## src/rtl/writeback_stage.sv

```systemverilog
// -----------------------------------------------------------------------------
// writeback_stage
//
// Purpose
//   MEM/WB pipeline register and writeback logic for the RV32I pipeline.
//   - Captures MEM-stage results on each posedge.
//   - Aligns and sign/zero-extends load data from the registered fields.
//   - Selects the writeback source and drives the register_file write port.
//   Misaligned loads are flagged on misalign_o, and their register write is
//   suppressed.
//
// Configuration
//   WB_INSTRET_EN  When defined, instret_o counts retired instructions.
//                  Retired means valid in WB, not stalled and not misaligned.
//                  When undefined, instret_o is tied to zero.
//
// Parameters
//   INSTRET_W           Width of the retired-instruction counter.
//
// Ports
//   clk                 Clock. All state updates on posedge.
//   reset               Asynchronous, active-high reset.
//   mem_valid_i         MEM stage holds a real instruction.
//   alu_result_i        ALU result, or the load/store byte address.
//   pc_plus4_i          PC+4, used as the JAL/JALR link value.
//   load_data_i         Raw aligned word read from data memory.
//   funct3_i            Load width/sign (LB, LH, LW, LBU, LHU).
//   result_src_i        Writeback source: 00 ALU, 01 load, 10 PC+4, 11 ALU.
//   reg_write_i         The instruction writes rd.
//   rd_i                Destination register.
//   stall_i             Hold the MEM/WB register contents.
//   flush_i             Kill the instruction entering WB. Wins over stall_i.
//   wr_data_o           Write data to the register file.
//   reg_file_writeen_o  Write enable to the register file.
//   dest_reg_o          Write address to the register file.
//   wb_valid_o          The WB stage holds a valid instruction.
//   misalign_o          The valid load in WB is misaligned.
//   instret_o           Retired-instruction count.
// -----------------------------------------------------------------------------
module writeback_stage #(
  parameter int INSTRET_W = 64
) (
  input  logic                 clk,
  input  logic                 reset,
  input  logic                 mem_valid_i,
  input  logic [31:0]          alu_result_i,
  input  logic [31:0]          pc_plus4_i,
  input  logic [31:0]          load_data_i,
  input  logic [2:0]           funct3_i,
  input  logic [1:0]           result_src_i,
  input  logic                 reg_write_i,
  input  logic [4:0]           rd_i,
  input  logic                 stall_i,
  input  logic                 flush_i,
  output logic [31:0]          wr_data_o,
  output logic                 reg_file_writeen_o,
  output logic [4:0]           dest_reg_o,
  output logic                 wb_valid_o,
  output logic                 misalign_o,
  output logic [INSTRET_W-1:0] instret_o
);

  typedef enum logic [1:0] {
    SRC_ALU  = 2'b00,
    SRC_LOAD = 2'b01,
    SRC_PC4  = 2'b10,
    SRC_RSVD = 2'b11
  } result_src_e;

  // MEM/WB pipeline register fields.
  logic        valid_q;
  logic [31:0] alu_q;
  logic [31:0] pc4_q;
  logic [31:0] ld_q;
  logic [2:0]  f3_q;
  logic [1:0]  src_q;
  logic        rw_q;
  logic [4:0]  rd_q;

  // NOTE: sequential state uses non-blocking assignments, so every register
  // samples its pre-edge inputs. This block holds a handful of registers, not
  // a memory array, so resetting all of them is cheap. Resetting them also
  // makes the bubble outputs deterministic.
  always_ff @(posedge clk or posedge reset) begin
    if (reset) begin
      valid_q <= 1'b0;
      alu_q   <= '0;
      pc4_q   <= '0;
      ld_q    <= '0;
      f3_q    <= '0;
      src_q   <= '0;
      rw_q    <= 1'b0;
      rd_q    <= '0;
    end else if (flush_i) begin
      // Insert a bubble. The payload fields are left untouched.
      valid_q <= 1'b0;
    end else if (!stall_i) begin
      valid_q <= mem_valid_i;
      alu_q   <= alu_result_i;
      pc4_q   <= pc_plus4_i;
      ld_q    <= load_data_i;
      f3_q    <= funct3_i;
      src_q   <= result_src_i;
      rw_q    <= reg_write_i;
      rd_q    <= rd_i;
    end
  end

  // Load alignment and extension. Loads with funct3[1:0]==00 are byte loads.
  // Loads with funct3[1:0]==01 are half loads. Everything else is treated as
  // a word load. A funct3[2] value of 1 selects zero extension.
  logic [1:0]  off;
  logic [7:0]  byte_v;
  logic [15:0] half_v;
  logic        sext;
  logic [31:0] load_ext;
  logic        misaligned;

  assign off  = alu_q[1:0];
  assign sext = ~f3_q[2];

  // NOTE: every signal assigned in always_comb gets a default first, so no
  // path through the block can infer a latch.
  always_comb begin
    byte_v     = ld_q[7:0];
    half_v     = off[1] ? ld_q[31:16] : ld_q[15:0];
    load_ext   = ld_q;
    misaligned = 1'b0;
    case (off)
      2'd1:    byte_v = ld_q[15:8];
      2'd2:    byte_v = ld_q[23:16];
      2'd3:    byte_v = ld_q[31:24];
      default: byte_v = ld_q[7:0];
    endcase
    case (f3_q[1:0])
      2'b00: load_ext = {{24{sext & byte_v[7]}}, byte_v};
      2'b01: begin
        load_ext   = {{16{sext & half_v[15]}}, half_v};
        misaligned = off[0];
      end
      default: begin
        load_ext   = ld_q;
        misaligned = (off != 2'd0);
      end
    endcase
  end

  // Writeback source select. The reserved encoding behaves like ALU.
  always_comb begin
    wr_data_o = alu_q;
    case (result_src_e'(src_q))
      SRC_LOAD: wr_data_o = load_ext;
      SRC_PC4:  wr_data_o = pc4_q;
      default:  wr_data_o = alu_q;
    endcase
  end

  assign wb_valid_o         = valid_q;
  assign misalign_o         = valid_q & (src_q == SRC_LOAD) & misaligned;
  assign dest_reg_o         = rd_q;
  // A held (stalled) valid instruction keeps writing the same value. That
  // repeated write is harmless.
  assign reg_file_writeen_o = valid_q & rw_q & (rd_q != 5'd0) & ~misalign_o;

`ifdef WB_INSTRET_EN
  logic [INSTRET_W-1:0] instret_q;

  always_ff @(posedge clk or posedge reset) begin
    if (reset) begin
      instret_q <= '0;
    end else if (wb_valid_o && !stall_i && !misalign_o) begin
      instret_q <= instret_q + {{(INSTRET_W-1){1'b0}}, 1'b1};
    end
  end

  assign instret_o = instret_q;
`else
  assign instret_o = '0;
`endif

endmodule
```

## config.mk

```make
export PLATFORM = sky130hd
export DESIGN_NAME = writeback_stage
export DESIGN_NICKNAME = d
export VERILOG_FILES = /design/src/rtl/writeback_stage.sv
export SDC_FILE = /design/constraint.sdc
export NUM_CORES = 1
export LEC_CHECK = 0
export ABC_AREA = 1
export CORE_MARGIN = 2
export CORE_UTILIZATION = 40
export CTS_BUF_LIST = sky130_fd_sc_hd__clkbuf_8
export DETAILED_ROUTE_END_ITERATION = 10
export GPL_TIMING_DRIVEN = 0
export PLACE_DENSITY = 0.78
export SLEW_MARGIN = 20
export SYNTH_ARGS = -nofsm -noshare
export SYNTH_HDL_FRONTEND = slang
export SYNTH_SLANG_ARGS = --single-unit
```

## constraint.sdc

```tcl
create_clock -name clk -period 4.4 [get_ports clk]
set_input_delay 0.44 -clock clk [delete_from_list [all_inputs] [get_ports clk]]
set_output_delay 0.44 -clock clk [all_outputs]
set_load 0.02 [all_outputs]
```

### Yosys cells after proc, flatten, opt, wreduce, memory -nomap -nowiden

Index checks and enable logic that the tools add are counted.

| word-level totals | value |
|---|---|
| flip-flop bits (word level) | 108 |
| bits of input ports | 112 |
| output and inout bits | 104 |
| logic and storage cells | 37 |

| operators by class | value |
|---|---|
| equality and inequality tests | 7 |
| muxes and demuxes | 7 |
| bitwise logic cells | 11 |
| reduce and logical (&&, ||, !) cells | 4 |

Operators by type and width:

| operator | count |
|---|---|
| $pmux W32 S2 | 2 |
| $pmux W8 S3 | 1 |
| $mux W16 | 1 |
| $and A1 B1 Y1 | 7 |
| $eq A2 B1 Y1 const B | 3 |
| $eq A2 B2 Y1 const B | 3 |
| $reduce_bool A5 Y1 | 1 |
| $not A1 Y1 | 4 |
| $logic_not A2 Y1 | 1 |
| $mux W1 | 2 |
| $ne A2 B1 Y1 const B | 1 |
| $pmux W1 S2 | 1 |
| $reduce_and A2 Y1 | 1 |
| $reduce_bool A2 Y1 | 1 |

### Longest topological paths before layout

Gate-level depths: netlist (run 1).

| logic depth | value |
|---|---|
| depth in word-level cells | 5 |
| mapped depth | 9 |
| gate-level depth less buffers | 7 |

### Least setup slack after synthesis (run 1)

No wires, ideal clock.

| timing | value |
|---|---|
| path kind | reg-to-output |
| start | reg src_q[1] |
| end | out reg_file_writeen_o |
| data arrival time | 1.717 ns |
| data required time | 3.960 ns |
| path slack | 2.243 ns |
| cell stages (with the launch flop) | 6 |
| buffers on the path | 0 |
| cell sequence | dfrtp_1 > inv_1 > ha_1 > inv_1 > nor4_1 > nor4_1 |

| between the ends | value |
|---|---|
| cells in the longest elaborated chain, start to end | 5 |

Ends and longest elaborated chain:

| item | RTL line | RTL |
|---|---|---|
| from (decl) | 76 | `logic [1:0] src_q;` |
| from (signal assigned) | 103 | `src_q <= result_src_i;` |
| $eq A2 B1 Y1 | 159 | `assign misalign_o = valid_q & (src_q == SRC_LOAD) & misaligned;` |
| $and A1 B1 Y1 (2 in a row) | 159 |  |
| named net misalign_o | 59 | `output logic misalign_o,` |
| $not A1 Y1 | 163 | `assign reg_file_writeen_o = valid_q & rw_q & (rd_q != 5'd0) & ~misalign_o;` |
| $and A1 B1 Y1 | 163 |  |
| to (decl) | 56 | `output logic reg_file_writeen_o,` |

The timed path passes the listed nets, and every way through them passes these cells.

### Worst setup path in the final report (run 1)

| timing | value |
|---|---|
| start | reg src_q[0] |
| end | out wr_data_o[31] |

| between the ends | value |
|---|---|
| cells in the longest elaborated chain, start to end | 2 |
| elaborated cells between the ends (all ways) | 3 |
| those cells by class | eq/ne: 2; mux: 1 |

Ends and longest elaborated chain:

| item | RTL line | RTL |
|---|---|---|
| $eq A2 B2 Y1 or $eq A2 B1 Y1 (tied branches) | 151 | `case (result_src_e'(src_q))` |
| $pmux W32 S2 * | 151 |  |
| to (decl) | 55 | `output logic [31:0] wr_data_o,` |

Every way passes the cells marked *; elsewhere a longest branch is shown, timed or not.

==> qor.csv, run 1 <==
stage;metric;value;unit
sta;grt_setup_unrepaired;false;
synthesis;synth_edf_count;0;
clock_network;clock_sinks;108;
pwr;p_leak;3.653;nW
sta;final-hold-violation-count;0;
clock_network;cts_resized;0;
route;dr_total_vias;5000;
placed_design;placed_area;7910;sq um
status;status;complete, no violations;
floorplan;row_count;44;
setup_path;critPathLaunch;src_q[0]$_DFFE_PP0P_;
floorplan;dieArea;15740;sq um
synthesis;ys.flop_type;dfrtp_1;
synthesis;synth_top_area_share;45.81;%
clock_network;cts_tree;built;
global_route;grt_pass1_vias;4731;
finish;syn2layout_area_growth;36.97;%
route;drt-initial-drc-count;237;
floorplan;io_pins;216;
synthesis;synth.largest_area_cell;dfrtp_1;
sta;tns;0;ns
route;via_per_inst;4.704;
finish;drive_above_1_share;21.16;%
floorplan;fp.dieH;125.4;um
synthesis;synthSimpleGateAreaFrac;12.09;%
synthesis;syn_area;5899;sq um
sta;worst_pin_slew;0.5642;ns
sta;holdWs;0.4071;ns
flow_run;maxCapViolCount;0;
synthesis;synth_commonest_cells;dfrtp_1 (108), nand2_1 (101), a21oi_1 (83);
synthesis;yosysMostFrequentCell;dfrtp_1;
clock_network;clk_pin_slew;0.09;ns
global_route;grt_pass1_wl;25.43;mm
synthesis;synth-compound-area-share;14.97;%
sta;fmax;307.6;MHz
clock_network;clk_latency;0.38;ns
synthesis;synth_top_family_by_area;compound AO/OA/AOI/OAI gates;
clock_network;post_cts_buffers;0;
synthesis;syn_area_per_cell;9.062;sq um
finish;num_antenna_cells;0;
placed_design;gp_congestion;0.8943;
route;ant_nets;0;
sta;period_minus_slack;3.250;ns
setup_path;r2r_start;alu_q[1]$_DFFE_PP0P_;
finish;fill_cells;1294;
floorplan;die_w;125.4;um
clock_network;root_buffer;clkbuf_8;
pwr;total_power;3.019;mW
synthesis;ys_seq_area_share;45.81;%
finish;fin_nets;991;
setup_path;endpoint;wr_data_o[31];
route;routedWlPerCell;15.54;um
synthesis;yosys.area_share.adder;0.4242;%
sta;slew_violations;0;
setup_path;startpoint_type;flop;
sta;slew_headroom;62.38;%
setup_path;cp.required;3.96;ns
clock_network;cts-hold-fix-buffers;0;
synthesis;synth.distinct_cells;33;
clock_network;cts_max_path_buffers;2;
global_route;antenna_found_initial;0;
placed_design;io_buffers;151;
synthesis;muxShareOfSynthArea;12.03;%
synthesis;yosys-top-cells-area;dfrtp_1 (46%), mux2_2 (12%), buf_4 (8.1%);
pwr;vdd_drop_max;0.2713;mV
pwr;power_density;373.6;nW/um^2
setup_path;critPathCaptureType;output port;
setup_path;rrSetupSlack;3.20;ns
sta;fin_crit_sh;73.87;%
route;drc_errors;0;
clock_network;cts_buffers;9;
synthesis;yosys_warnings;0;
floorplan;start_util;40.74;%
global_route;grt_usage;20.72;%
clock_network;h-tree-depth;3;
setup_path;critPathKind;flop to output port;
synthesis;synth-seq-cells;108;
synthesis;syn_inst;651;
route;wirelength;16.52;mm
sta;clock_skew;0;ns
setup_path;worst-path-max-fanout;10;
synthesis;synth_xor_area_share;0;%
setup_path;arrival;2.81;ns
global_route;overflow;0;
setup_path;r2r_end;alu_q[1]$_DFFE_PP0P_;
global_route;grt_max_degree;74;
setup_path;r2r_cells;3;
hold_path;hold_class;input pin to asynchronous set/reset pin;
synthesis;async_flop_share;100.0;%
placed_design;dp_hpwl;12.80;mm
sta;setup_viol;0;
floorplan;core-area;14480;sq um
route;drt_first_pass_iters;5;
finish;fin_area;8080;sq um
-- routing by layer --
layer,global-route usage [%],part of all wire [%]
met2,32.05,46
met1,29.03,45
met3,3.637,6.3
met5,0,0
met4,8.105,2.7
-- worst min path at each step --
stage | from | to | slack [ns] | cells past startpoint
after floorplan | pc4_q[0]$_DFFE_PP0P_ | pc4_q[0]$_DFFE_PP0P_ | 0.48 | 1
after global placement | pc4_q[18]$_DFFE_PP0P_ | pc4_q[18]$_DFFE_PP0P_ | 0.49 | 1
after detailed placement | pc4_q[16]$_DFFE_PP0P_ | pc4_q[16]$_DFFE_PP0P_ | 0.50 | 1
after CTS | reset | alu_q[20]$_DFFE_PP0P_ | 0.41 | 2
after global routing | reset | alu_q[20]$_DFFE_PP0P_ | 0.44 | 2
final | reset | alu_q[20]$_DFFE_PP0P_ | 0.41 | 2
-- flip-flops by register name, summed over array words and instances, names as in the netlist --
signal,count
alu_q,32
ld_q,32
pc4_q,32
dest_reg_o,5
f3_q,3
src_q,2
rw_q,1
wb_valid_o,1
-- metrics by stage --
step                utilization [%]  instances  setup slack (ns)
floorplan                         -        714             1.114
global placement              54.41       1049           -0.5247
detailed placement            54.63       1050             1.576
CTS                           55.81       1063             1.124
global route                  55.81       1063             1.024
finish                        55.81       1063             1.150
-- worst max-delay path, cell delays in order, from the launching register on --
cell and delay [ns]:
dfrtp_1 0.37, inv_1 0.06, ha_1 0.29, clkbuf_1 0.28, clkbuf_1 0.49, a21oi_1 0.07, a21oi_1 0.23, clkdlybuf4s50_1 0.64
-- power breakdown --
group | total [mW] | leakage, nW | switching, mW | internal, mW
Sequential | 1.21 | 1.29 | 0.0759 | 1.13
Combinational | 1.23 | 2.27 | 0.676 | 0.557
Clock | 0.581 | 0.0936 | 0.329 | 0.251
-- kinds of logic (layout without fill, tap and decap cells) --
logic type | Yosys count | after routing
buffers and inverters | 151 | 316
adders and majority gates | 2 | 2
DFF | 108 | 108
muxes | 63 | 63
and+or+nand+nor | 166 | 166
other | 1 | 64
AOI/OAI and AO/OA | 160 | 160
-- layout by cell type (no fill, tap or decap), types with 2 or more instances in the layout --
| cell | instances |
|---|---|
| ha_1 | 2 |
| clkbuf_1 | 21 |
| nand2_2 | 11 |
| nor2_1 | 33 |
| buf_1 | 3 |
| nor4_1 | 2 |
| a21oi_1 | 83 |
| mux2_2 | 63 |
| buf_2 | 11 |
| inv_2 | 2 |
| clkbuf_8 | 9 |
| nand3_4 | 2 |
| inv_1 | 46 |
| o21ai_0 | 54 |
| a21oi_2 | 10 |
| conb_1 | 64 |
| a22oi_1 | 2 |
| clkdlybuf4s50_1 | 151 |
| nor2_2 | 2 |
| buf_4 | 64 |
| o221ai_1 | 6 |
| buf_6 | 3 |
| nand2_1 | 101 |
| nand3_1 | 12 |
| dfrtp_1 | 108 |
-- cell type report --
cell class	count	area (sq um)	share of cell area, %
sequential	108	2703	33.45
multi-input combinational	455	2571	31.82
timing repair buffer	152	1539	19.05
buffer	103	679.4	8.408
tap	184	230.2	2.849
inverter	48	187.7	2.323
clock buffer	9	123.9	1.533
clock inverter	4	46.29	0.5729
Power figures use the tool's default switching activity.
==> run 2: changes to the inputs <==
PLACE_DENSITY = 0.81   (was 0.78)
clock period = 2.9 ns   (was 4.4 ns; I/O delays follow)
==> run 2 against run 1 <==
- core utilization is 1.1 points higher
- highest routed layer unchanged
- non-clock buffer count is 1 higher
- critical path type unchanged
- flip-flop and latch count stayed put
- sequential power is 51% higher
==> qor.csv, run 2 (synthesized netlist as in run 1, its figures left out) <==
stage;metric;value;unit
global_route;antenna_found_initial;0;
clock_network;cts_buffers;9;
floorplan;core-area;14480;sq um
route;routedWlPerCell;16.06;um
floorplan;dieArea;15740;sq um
finish;top_regs;alu_q (32), ld_q (32), pc4_q (32);
setup_path;critPathKind;flop to output port;
setup_path;critPathLaunch;src_q[0]$_DFFE_PP0P_;
global_route;grt_max_degree;35;
finish;num_antenna_cells;0;
flow_run;maxCapViolCount;0;
global_route;grt_pass1_wl;26.37;mm
setup_path;cp.required;2.61;ns
sta;final-hold-violation-count;0;
status;status;complete, no violations;
setup_path;worst-path-max-fanout;10;
clock_network;cts_max_path_buffers;2;
route;ant_nets;0;
route;wirelength;17.14;mm
route;drt-initial-drc-count;332;
setup_path;cpLargestDelayFamily;buffers and inverters;
placed_design;dp_hpwl;13.35;mm
pwr;p_leak;3.900;nW
setup_path;cp_common_cell;a21oi_1;
sta;clock_skew;0;ns
pwr;power_density;587.4;nW/um^2
clock_network;post_cts_buffers;0;
setup_path;r2r_start;alu_q[1]$_DFFE_PP0P_;
finish;final_cell_mix;clkdlybuf4s50_1 (133), dfrtp_1 (108), nand2_1 (101);
placed_design;gp_congestion;0.9264;
finish;fill_cells;1307;
setup_path;max_stage_delay;0.67;ns
route;drt_first_pass_iters;8;
clock_network;cts_tree;built;
route;drc_errors;0;
sta;holdWs;0.2888;ns
setup_path;cp.buffers_inverters;3;
sta;period_minus_slack;2.809;ns
floorplan;row_count;44;
hold_path;hold_class;input pin to asynchronous set/reset pin;
sta;setup_viol;0;
floorplan;io_pins;216;
finish;mostFrequentLayoutCell;clkdlybuf4s50_1;
placed_design;place_inst;1052;
global_route;grt_usage;21.50;%
finish;syn2layout_area_growth;39.68;%
placed_design;io_buffers;151;
placed_design;placed_area;7941;sq um
sta;fmax;356.0;MHz
pwr;vdd_drop_max;0.3614;mV
setup_path;startpoint_type;flop;
floorplan;start_util;40.74;%
finish;final_cell_count_no_fill;1067;
route;via_per_inst;4.835;
global_route;grt_pass1_vias;4923;
clock_network;cts-hold-fix-buffers;0;
clock_network;clk_latency;0.40;ns
finish;fin_area;8240;sq um
setup_path;critPathCaptureType;output port;
clock_network;clk_pin_slew;0.11;ns
clock_network;h-tree-depth;3;
floorplan;die_w;125.4;um
route;dr_total_vias;5159;
sta;grt_setup_unrepaired;true;
sta;worst_pin_slew;0.5534;ns
setup_path;crit_chain;inv_1 > ha_1 > clkbuf_2 > a21oi_1 > a21oi_1 > clkdlybuf4s50_1;
clock_network;root_buffer;clkbuf_8;
clock_network;clock_sinks;108;
sta;slew_headroom;62.77;%
floorplan;fp.dieH;125.4;um
sta;fin_crit_sh;96.85;%
global_route;overflow;0;
setup_path;arrival;2.52;ns
sta;slew_violations;0;
finish;drive_above_1_share;22.99;%
finish;fin_nets;992;
setup_path;cp_slowest_cell;clkdlybuf4s50_1;
run 2: cell count changes in the layout (fill, tap and decap cells not counted), sizes merged, moves of 2 or more:
cell,before,now
clkdlybuf4s50,151,133
dlymetal6s2s,0,17
clkinv,1,4
inv,50,47
buf,83,85
bufinv,1,3
run 2: report_power, final:
group          total, mW  internal (mW)  switching, mW
clock               1.13          0.579          0.553
combinational       1.88          0.838           1.04
sequential          1.83           1.71          0.118
run 2: stage by stage:
step / setup slack, ns / total power [mW] / util, % / setup TNS, ns
2_1_floorplan: 0.8927 / 2.973 / - / 0
3_3_place_gp: 0.2024 / 3.682 / 54.43 / 0
3_5_place_dp: 0.1819 / 3.729 / 54.85 / 0
4_1_cts: 0.02442 / 4.855 / 56.58 / 0
5_1_grt: -0.03654 / 5.067 / 56.91 / -0.03654
6_report: 0.09122 / 4.840 / 56.91 / 0
run 2: layout make-up:
class                      count  area, sq um  area share [%]
sequential                   108         2703           32.80
clock inverter                 7        125.1           1.518
multi-input combinational    455         2571           31.20
clock buffer                   9        123.9           1.503
buffer                       102        688.2           8.351
tap                          184        230.2           2.794
timing repair buffer         154         1613           19.57
inverter                      48        186.4           2.262
run 2: timing repair:
| item | 4_1_cts | 5_1_grt |
|---|---|---|
| gates resized for setup | 7 | 25 |
| endpoints found under the setup margin | 32 | 25 |
| gates cloned | 0 | 0 |
| pin swaps | 0 | 0 |
run 2: layer usage:
layer	routed length [um]	global-route usage [%]	vias to the layer above
li1	-	-	2480
met1	7379	28.50	2394
met2	7894	33.86	243
met3	1320	4.450	42
met4	547	10.00	0
met5	0	0	-
run 2: path summary, 6_finish.rpt:
kind	endpoint	cells past startpoint	slack [ns]
max reg2reg	alu_q[1]$_DFFE_PP0P_	3	1.72
min	alu_q[27]$_DFFE_PP0P_	2	0.29
min in group clk	dest_reg_o[3]$_DFFE_PP0P_	3	0.44
min reg2reg	alu_q[8]$_DFFE_PP0P_	1	0.52
max	wr_data_o[1]	6	0.09
max in group asynchronous	ld_q[3]$_DFFE_PP0P_	4	1.85
==> run 3: changes to the inputs <==
--- a/config.mk
+++ b/config.mk
@@ -7,10 +7,13 @@
 export LEC_CHECK = 0
 export ABC_AREA = 1
+export CELL_PAD_IN_SITES_DETAIL_PLACEMENT = 1
+export CELL_PAD_IN_SITES_GLOBAL_PLACEMENT = 1
 export CORE_MARGIN = 2
-export CORE_UTILIZATION = 40
+export CORE_UTILIZATION = 31
 export CTS_BUF_LIST = sky130_fd_sc_hd__clkbuf_8
 export DETAILED_ROUTE_END_ITERATION = 10
 export GPL_TIMING_DRIVEN = 0
-export PLACE_DENSITY = 0.81
+export PLACE_DENSITY = 0.85
+export RECOVER_POWER = 50
 export SLEW_MARGIN = 20
 export SYNTH_ARGS = -nofsm -noshare
==> constraint.sdc (replaced) <==
create_clock -name clk -period 2.9 [get_ports clk]
set_input_delay 0.29 -clock clk [delete_from_list [all_inputs] [get_ports clk]]
set_output_delay 0.29 -clock clk [all_outputs]
set_load 0.005 [all_outputs]
==> run 3 against run 2 <==
- die area rose by 28%
- critical path depth rose by 2
- worst hold slack improved by 0.18 ns
- sequential power barely moved
- via count rose by 0.33%
- routed wire length rose by 14%
- largest power group is now sequential cells
==> qor.csv, run 3 (synthesized netlist as in run 1, its figures left out) <==
stage;metric;value;unit
status;status;complete, no violations;
placed_design;place_inst;1102;
sta;period_minus_slack;2.748;ns
clock_network;post_cts_buffers;0;
sta;fin_crit_sh;94.76;%
finish;fin_util;44.02;%
clock_network;cts_buffers;9;
route;routedWlPerCell;17.44;um
floorplan;start_util;31.54;%
placed_design;dp_hpwl;15.18;mm
sta;final-hold-violation-count;0;
floorplan;dieArea;20150;sq um
sta;fmax;363.9;MHz
setup_path;critPathCaptureType;output port;
finish;final_cell_mix;clkdlybuf4s50_1 (149), dfrtp_1 (108), nand2_1 (101);
route;drt_first_pass_iters;4;
pwr;p_leak;3.710;nW
sta;slew_violations;0;
pwr;vdd_drop_max;0.2279;mV
setup_path;worst-path-max-fanout;10;
clock_network;clk_pin_slew;0.11;ns
sta;tns;0;ns
sta;grt_setup_unrepaired;false;
sta;clock_skew;0;ns
clock_network;cts-hold-fix-buffers;0;
sta;slew_headroom;12.83;%
setup_path;critPathKind;flop to output port;
placed_design;io_buffers;151;
pwr;power_density;557.7;nW/um^2
route;ant_nets;0;
floorplan;row_count;50;
clock_network;cts_tree;built;
sta;setup_viol;0;
finish;drive_above_1_share;22.31;%
finish;syn2layout_area_growth;39.58;%
clock_network;h-tree-depth;3;
clock_network;clk_latency;0.38;ns
floorplan;io_pins;216;
sta;worst_pin_slew;1.307;ns
floorplan;core-area;18710;sq um
flow_run;maxCapViolCount;0;
finish;mostFrequentLayoutCell;clkdlybuf4s50_1;
global_route;grt_max_degree;33;
route;drt-initial-drc-count;250;
placed_design;gp_congestion;0.8782;
floorplan;fp.dieH;142.0;um
route;drc_errors;0;
route;wirelength;19.50;mm
clock_network;root_buffer;clkbuf_8;
clock_network;clock_sinks;108;
finish;fill_cells;2233;
route;dr_total_vias;5176;
floorplan;die_w;142.0;um
sta;holdWs;0.4730;ns
finish;final_cell_count_no_fill;1118;
finish;top_regs;alu_q (32), ld_q (32), pc4_q (32);
route;via_per_inst;4.630;
global_route;overflow;0;
global_route;grt_pass1_wl;30.56;mm
global_route;grt_usage;19.80;%
finish;fin_nets;992;
hold_path;hold_class;input pin to flop;
global_route;antenna_found_initial;0;
setup_path;arrival;2.46;ns
global_route;grt_pass1_vias;5610;
pwr;total_power;4.592;mW
clock_network;cts_max_path_buffers;2;
setup_path;startpoint_type;flop;
setup_path;cp.required;2.61;ns
run 3: changes by cell type in the layout (fill, tap and decap cells not counted), moves of 3 or more:
cell / before / now
clkbuf_8: 9 / 12
clkbuf_2: 10 / 6
clkinv_4: 4 / 0
dlymetal6s2s_1: 17 / 0
clkdlybuf4s50_1: 133 / 149
clkbuf_1: 10 / 14
run 3: worst paths after layout:
path                                       start                     to  slack (ns)  cells past startpoint
max                          f3_q[1]$_DFFE_PP0P_           wr_data_o[6]        0.15                      8
min in group asynchronous                  reset  pc4_q[25]$_DFFE_PP0P_        0.53                      2
min reg2reg                alu_q[18]$_DFFE_PP0P_  alu_q[18]$_DFFE_PP0P_        0.52                      1
min                               load_data_i[3]    ld_q[3]$_DFFE_PP0P_        0.47                      3
max in group asynchronous                  reset  pc4_q[12]$_DFFE_PP0P_        0.41                      4
max reg2reg                 alu_q[1]$_DFFE_PP0P_   alu_q[1]$_DFFE_PP0P_        1.77                      3
run 3: where the power goes:
group          switching, mW  leakage [nW]  internal [mW]  total, mW
logic                  0.814          2.29          0.850       1.66
clock network          0.533         0.122          0.555       1.09
registers              0.126          1.29           1.71       1.84
run 3: critical path: stages, from the launching register on:
cell	delay, ns
dfrtp_1	0.39
buf_6	0.14
inv_4	0.07
buf_2	0.22
nand2_1	0.20
nand2_1	0.12
nand2_1	0.08
a22oi_1	0.26
clkdlybuf4s50_1	0.58
run 3: layout make-up:
cell class / count / area, sq um / area share (%)
Multi-Input combinational cell: 455 / 2574 / 31.26
Tap cell: 234 / 292.8 / 3.556
Antenna cell: 1 / 2.502 / 0.03039
Inverter: 48 / 183.9 / 2.234
Clock inverter: 4 / 70.07 / 0.8509
Clock buffer: 12 / 165.2 / 2.006
Timing Repair Buffer: 154 / 1555 / 18.89
Buffer: 102 / 688.2 / 8.357
Sequential cell: 108 / 2703 / 32.82
run 3: stage by stage:
stage / worst slack (ns) / area, sq um
after floorplan: 1.244 / 6140
after global placement: 0.1185 / 7944
after detailed placement: 0.1433 / 8004
after CTS: 0.01160 / 8253
after global routing: 0.003224 / 8232
final: 0.1520 / 8234
run 3: routing by layer:
metal | vias to the layer above | part of all wire [%] | wire, um | global-route usage [%]
met5 | - | 0 | 0 | 0
met4 | 0 | 2.6 | 514 | 7.789
met3 | 29 | 4.7 | 918 | 3.600
met2 | 140 | 50 | 9792 | 34.54
met1 | 2530 | 42 | 8271 | 24.32
li1 | 2477 | - | - | -
run 3: repair_timing:
action	4_1_cts	5_1_grt
resized for setup	9	6
endpoints found under the setup margin	32	30
hold endpoints to repair	0	0
